===== src/rtl/fetch_redirect_ctrl_if.sv =====
// fetch_redirect_ctrl_if: fetch redirect bus between the redirect sources and the fetch PC controller.
interface fetch_redirect_ctrl_if #(parameter int WIDTH = 31);
   logic           freeze;
   logic           commitRedirect;
   logic [WIDTH:0] commitTarget;
   logic           isJAL;
   logic [WIDTH:0] jalTarget;
   logic           predHit;
   logic [WIDTH:0] predTarget;
   logic [WIDTH:0] nextPC;
   logic           pcValid;
   logic [1:0]     redirectSrc;
   logic [15:0]    redirectCount;
   modport master (
      output freeze, commitRedirect, commitTarget, isJAL, jalTarget, predHit, predTarget,
      input  nextPC, pcValid, redirectSrc, redirectCount
   );
   modport slave (
      input  freeze, commitRedirect, commitTarget, isJAL, jalTarget, predHit, predTarget,
      output nextPC, pcValid, redirectSrc, redirectCount
   );
endinterface


===== src/rtl/fetch_redirect_ctrl.sv =====
// fetch_redirect_ctrl: fetch PC select (commit > JAL > prediction > +4) with post-commit recovery bubble.
// Define FETCH_REDIRECT_PERF_EN to enable the saturating commit-redirect counter.
module fetch_redirect_ctrl #(
   parameter int                WIDTH          = 31,
   parameter logic [WIDTH:0]    RESET_VECTOR   = '0,
   parameter int                RECOVER_CYCLES = 2
) (
   input logic                  clk,
   input logic                  globalReset,
   fetch_redirect_ctrl_if.slave bus
);
   typedef enum logic {RUN, RECOVER} state_t;
   localparam logic [2:0]     CNT_INIT = 3'(RECOVER_CYCLES);
   localparam logic [WIDTH:0] PC_STEP  = (WIDTH+1)'(4);
   state_t         state, state_n;
   logic [2:0]     cnt, cnt_n;
   logic [WIDTH:0] pc, pc_n;
   logic [1:0]     src, src_n;
   always_ff @(posedge clk or posedge globalReset) begin
      if (globalReset) begin
         state <= RUN;
         cnt   <= '0;
         pc    <= RESET_VECTOR;
         src   <= 2'b00;
      end else begin
         state <= state_n;
         cnt   <= cnt_n;
         pc    <= pc_n;
         src   <= src_n;
      end
   end
   // commit overrides everything; recovery drains the bubble regardless of freeze
   always_comb begin
      state_n = state;
      cnt_n   = cnt;
      pc_n    = pc;
      src_n   = src;
      if (bus.commitRedirect) begin
         pc_n    = bus.commitTarget;
         src_n   = 2'b11;
         state_n = RECOVER_CYCLES > 0 ? RECOVER : RUN;
         cnt_n   = CNT_INIT;
      end else if (state == RECOVER) begin
         state_n = cnt > 3'd1 ? RECOVER : RUN;
         cnt_n   = cnt > 3'd1 ? cnt - 3'd1 : 3'd0;
      end else if (!bus.freeze) begin
         pc_n  = bus.isJAL ? bus.jalTarget : bus.predHit ? bus.predTarget : pc + PC_STEP;
         src_n = bus.isJAL ? 2'b10 : bus.predHit ? 2'b01 : 2'b00;
      end
   end
   assign bus.nextPC      = pc;
   assign bus.redirectSrc = src;
   assign bus.pcValid     = state == RUN;
`ifdef FETCH_REDIRECT_PERF_EN
   logic [15:0] perf_cnt;
   always_ff @(posedge clk or posedge globalReset) begin
      if (globalReset) perf_cnt <= '0;
      else if (bus.commitRedirect && perf_cnt != 16'hFFFF) perf_cnt <= perf_cnt + 16'd1;
   end
   assign bus.redirectCount = perf_cnt;
`else
   assign bus.redirectCount = 16'h0000;
`endif
endmodule


===== src/flat_wrapper.sv =====
// flat-port wrapper written by rule: the top's interface ports become plain ports
module fetch_redirect_ctrl_flat 
#(
   parameter int                WIDTH          = 31,
   parameter logic [WIDTH:0]    RESET_VECTOR   = '0,
   parameter int                RECOVER_CYCLES = 2
)
  (clk, globalReset, bus_freeze, bus_commitRedirect, bus_commitTarget, bus_isJAL, bus_jalTarget, bus_predHit, bus_predTarget, bus_nextPC, bus_pcValid, bus_redirectSrc, bus_redirectCount);
  fetch_redirect_ctrl_if #(.WIDTH(WIDTH)) bus_i ();
  input logic clk;
  input logic globalReset;
  input wire logic [$bits(bus_i.freeze)-1:0] bus_freeze;
  input wire logic [$bits(bus_i.commitRedirect)-1:0] bus_commitRedirect;
  input wire logic [$bits(bus_i.commitTarget)-1:0] bus_commitTarget;
  input wire logic [$bits(bus_i.isJAL)-1:0] bus_isJAL;
  input wire logic [$bits(bus_i.jalTarget)-1:0] bus_jalTarget;
  input wire logic [$bits(bus_i.predHit)-1:0] bus_predHit;
  input wire logic [$bits(bus_i.predTarget)-1:0] bus_predTarget;
  output wire logic [$bits(bus_i.nextPC)-1:0] bus_nextPC;
  output wire logic [$bits(bus_i.pcValid)-1:0] bus_pcValid;
  output wire logic [$bits(bus_i.redirectSrc)-1:0] bus_redirectSrc;
  output wire logic [$bits(bus_i.redirectCount)-1:0] bus_redirectCount;
  assign bus_i.freeze = bus_freeze;
  assign bus_i.commitRedirect = bus_commitRedirect;
  assign bus_i.commitTarget = bus_commitTarget;
  assign bus_i.isJAL = bus_isJAL;
  assign bus_i.jalTarget = bus_jalTarget;
  assign bus_i.predHit = bus_predHit;
  assign bus_i.predTarget = bus_predTarget;
  assign bus_nextPC = bus_i.nextPC;
  assign bus_pcValid = bus_i.pcValid;
  assign bus_redirectSrc = bus_i.redirectSrc;
  assign bus_redirectCount = bus_i.redirectCount;
  fetch_redirect_ctrl #(.WIDTH(WIDTH), .RESET_VECTOR(RESET_VECTOR), .RECOVER_CYCLES(RECOVER_CYCLES)) u_core (.clk(clk), .globalReset(globalReset), .bus(bus_i));
endmodule

===== config.mk =====
export PLATFORM = sky130hd
export DESIGN_NAME = fetch_redirect_ctrl_flat
export DESIGN_NICKNAME = d
export VERILOG_FILES = /design/src/rtl/fetch_redirect_ctrl_if.sv /design/src/rtl/fetch_redirect_ctrl.sv /design/src/flat_wrapper.sv
export SDC_FILE = /design/constraint.sdc
export NUM_CORES = 1
export LEC_CHECK = 0
export CORE_MARGIN = 4
export CORE_UTILIZATION = 30
export DETAILED_ROUTE_END_ITERATION = 10
export PLACE_DENSITY = 0.6
export SLEW_MARGIN = 0
export SYNTH_ARGS = -nofsm -noshare
export SYNTH_HDL_FRONTEND = slang
export SYNTH_SLANG_ARGS = --single-unit

===== constraint.sdc =====
create_clock -name clk -period 2.6 [get_ports clk]
set_clock_uncertainty 0.05 [all_clocks]
set_input_delay 0.39 -clock clk [delete_from_list [all_inputs] [get_ports clk]]
set_output_delay 0.39 -clock clk [all_outputs]
set_load 0.01 [all_outputs]

==> key figures <==
Outcome
  – Outcome: completed

Critical path
  – Critical Path RT: between 2 and 3 ns
  – R2R setup slack: 0.34 ns
  – Crit Path Category: reg -> reg
  – Worst-path maximum fanout: 8
  – Critical Path Sink Type: flip-flop
  – WP data arrival: between 2 and 2.5 ns
  – Critical path launch point type: flip-flop

Run
  – Max_cap viols: 0

Placement
  – Post-DP HPWL: 9.61 mm
  – Post-Place Worst Slack: ~0.33 ns
  – IO buf count: 136
  – GPL Wtd Cong: 0.869

Power and ir drop
  – PwrDens: slightly below 500 mW/mm2
  – Peak VDD IR: 0.212 mV
  – Leak: 1.89 nW
  – Total power: 2.38 mW

Timing
  – Peak Freq: between 400 and 500 MHz
  – Final hold violations: 0
  – Setup WS post-layout: 0.342 ns
  – Worst Max-Slew Pin Slew: between 0.5 and 0.6 ns
  – RSZ-0062 raised after global routing: false
  – Final Max Tran Viols: 0
  – Final period util: 0.868
  – Sum of negative setup slack: 0 ns
  – Final Setup Violations: 0
  – WHS: 0.364 ns
  – Tmin final: approximately 2.3 ns
  – Slew margin rel.: 0.603

CTS
  – Post-CTS Hold Buffers: 0
  – Max clock buf depth: 2
  – Root Buffer: clkbuf_8
  – CTS Buf Count: 5
  – H-tree depth: 2
  – CTS clk-pin slew, worst paths: 0.08 ns
  – Post-CTS Setup Bufs: 0
  – Later-pin clock latency in the skew report: about 0.3 ns
  – CTS tree: built
  – PostCTS Resize Cnt: 0
  – CTS sink count: 38

Route
  – Vias: 3811
  – Iter 0 DRT Violations: 214
  – Antenna Violating Nets Remaining: 0
  – Wire per inst: 18.7 um
  – DRC: 0
  – Total routed wirelength: 12.8 mm
  – Drt first pass iters: 5
  – Via density: 5.58

Global route
  – Initial antenna violation count: 0
  – Tot GR Track Use: 0.199
  – First-pass GRT wire length: 20.3 mm
  – Largest net degree at the start of global routing: 39
  – Vias in the first global route: 3908
  – GRT Residual Overflow: 0

Die
  – Chip height: 112 um
  – Initial Util: 0.311
  – Horiz. Die Dim: 112 um
  – Die area: 0.0125 mm2
  – Core Box Area: 0.0104 mm2
  – Io pins: around 150
  – # rows: 37

Finish
  – Commonest non-fill, non-tap cell in the layout: clkdlybuf4s50_1
  – Area growth syn-to-layout: 49.0%
  – Share of cells above drive strength 1: 0.0713
  – Commonest cells after routing, fill and taps aside: clkdlybuf4s50_1 (135), nand2_1 (54), o21ai_0 (47)
  – Nets: 650
  – FILL cells: 1052
  – # diodes: 0

Synthesis
  – Prevailing post-synth register cell: dfrtp_1
  – Sequential area share after synthesis: 0.295
  – Post-Synthesis Cells: ~420
  – Yosys warnings: 0
  – Post-Syn Area: 0.00322 mm2
  – Yosys reg bits: 38
  – Asr flop ratio synth: 1.00
  – Synth cell types: 63
  – Syn avg cell area: 7.74 um2
  – EDFF count, synth: 0

Hold path
  – Worst min-delay path class: in -> reg
==> stage by stage <==
stage	cells	instance area [um2]	util
6_report	683	4800	0.463
5_1_grt	683	4800	0.463
4_1_cts	683	4800	0.463
3_5_place_dp	675	4710	0.454
3_3_place_gp	675	4710	0.454
2_1_floorplan	431	3280	-
==> cell type report <==
cell class	count	area [um2]	area share
clock buffer	7	86.3	0.0180
clock inverter	1	5.00	0.00104
inverter	11	41.3	0.00860
multi-input combinational	336	2040	0.426
sequential	38	951	0.198
tap	136	170	0.0354
timing repair buffer	154	1500	0.313
==> synthesized netlist by cell type, drive strengths merged (3+ instances only) <==
cell	count	area, um2
nor2	22	82.6
clkbuf	17	63.8
o31ai	3	22.5
and4	6	55.1
or4	4	30.0
nor2b	3	18.8
o311ai	4	35.0
o41ai	4	35.0
a211oi	5	37.5
mux2i	9	90.1
a221oi	5	43.8
o21a	5	37.5
nand2	54	203
and3	13	85.1
and2	4	25.0
o211ai	8	60.1
o31a	4	35.0
inv	11	41.3
nor3	7	35.0
a22oi	8	60.1
nor4	3	31.3
a221o	5	50.1
a2bb2oi	4	35.0
a21o	4	30.0
nand3	11	65.1
dfrtp	38	951
buf	29	179
a21oi	28	140
nand4	8	71.3
o21ai	48	240
a31oi	6	37.5
or3	7	43.8
==> layer usage <==
layer	GRT usage	part of all wire	vias to the layer above
met2	0.318	0.46	202
met5	0	0	-
met4	0.0714	0.018	0
li1	-	-	1794
met3	0.0467	0.083	20
met1	0.262	0.43	1795
==> critical path, stage by stage (launching register included) <==
cell and delay (ns):
dfrtp_1 0.48, ha_1 0.33, and3_2 0.28, nand4_4 0.20, or4_1 0.54, o211ai_1 0.18, a21o_1 0.14
==> cell families (layout without fill, tap and decap cells) <==
group | Yosys count | after routing | share of synthesized area
other | 1 | 16 | 0.00116
AOI/OAI and AO/OA | 154 | 154 | 0.316
DFF | 38 | 38 | 0.295
adders and majority gates | 2 | 2 | 0.00777
buffers and inverters | 57 | 173 | 0.0882
muxes | 11 | 11 | 0.0350
xor gates and xnor gates | 2 | 2 | 0.00544
and+or+nand+nor | 151 | 151 | 0.252
==> sequential cells by signal, indices dropped and copies added (netlist names) <==
name / cells
u_core.cnt: 3
u_core.bus.redirectSrc: 2
u_core.bus.nextPC: 32
u_core.state: 1
==> final timing paths <==
| check | start | endpoint | depth (start not counted) |
|---|---|---|---|
| hold / removal | bus_commitRedirect | u_core.cnt[0] | 2 |
| setup reg to reg | u_core.bus.nextPC[2] | u_core.bus.nextPC[24] | 6 |
| max in group asynchronous | globalReset | u_core.bus.nextPC[8] | 3 |
| setup / recovery | u_core.bus.nextPC[2] | u_core.bus.nextPC[24] | 6 |
| min in group asynchronous | globalReset | u_core.bus.nextPC[21] | 3 |
| hold reg to reg | u_core.bus.redirectSrc[0] | u_core.bus.redirectSrc[0] | 2 |
==> power breakdown <==
part | internal (mW) | switching, mW
registers | 0.709 | 0.177
clock network | 0.215 | 0.229
logic | 0.558 | 0.495
No activity file was read; power rests on OpenSTA's default activity.
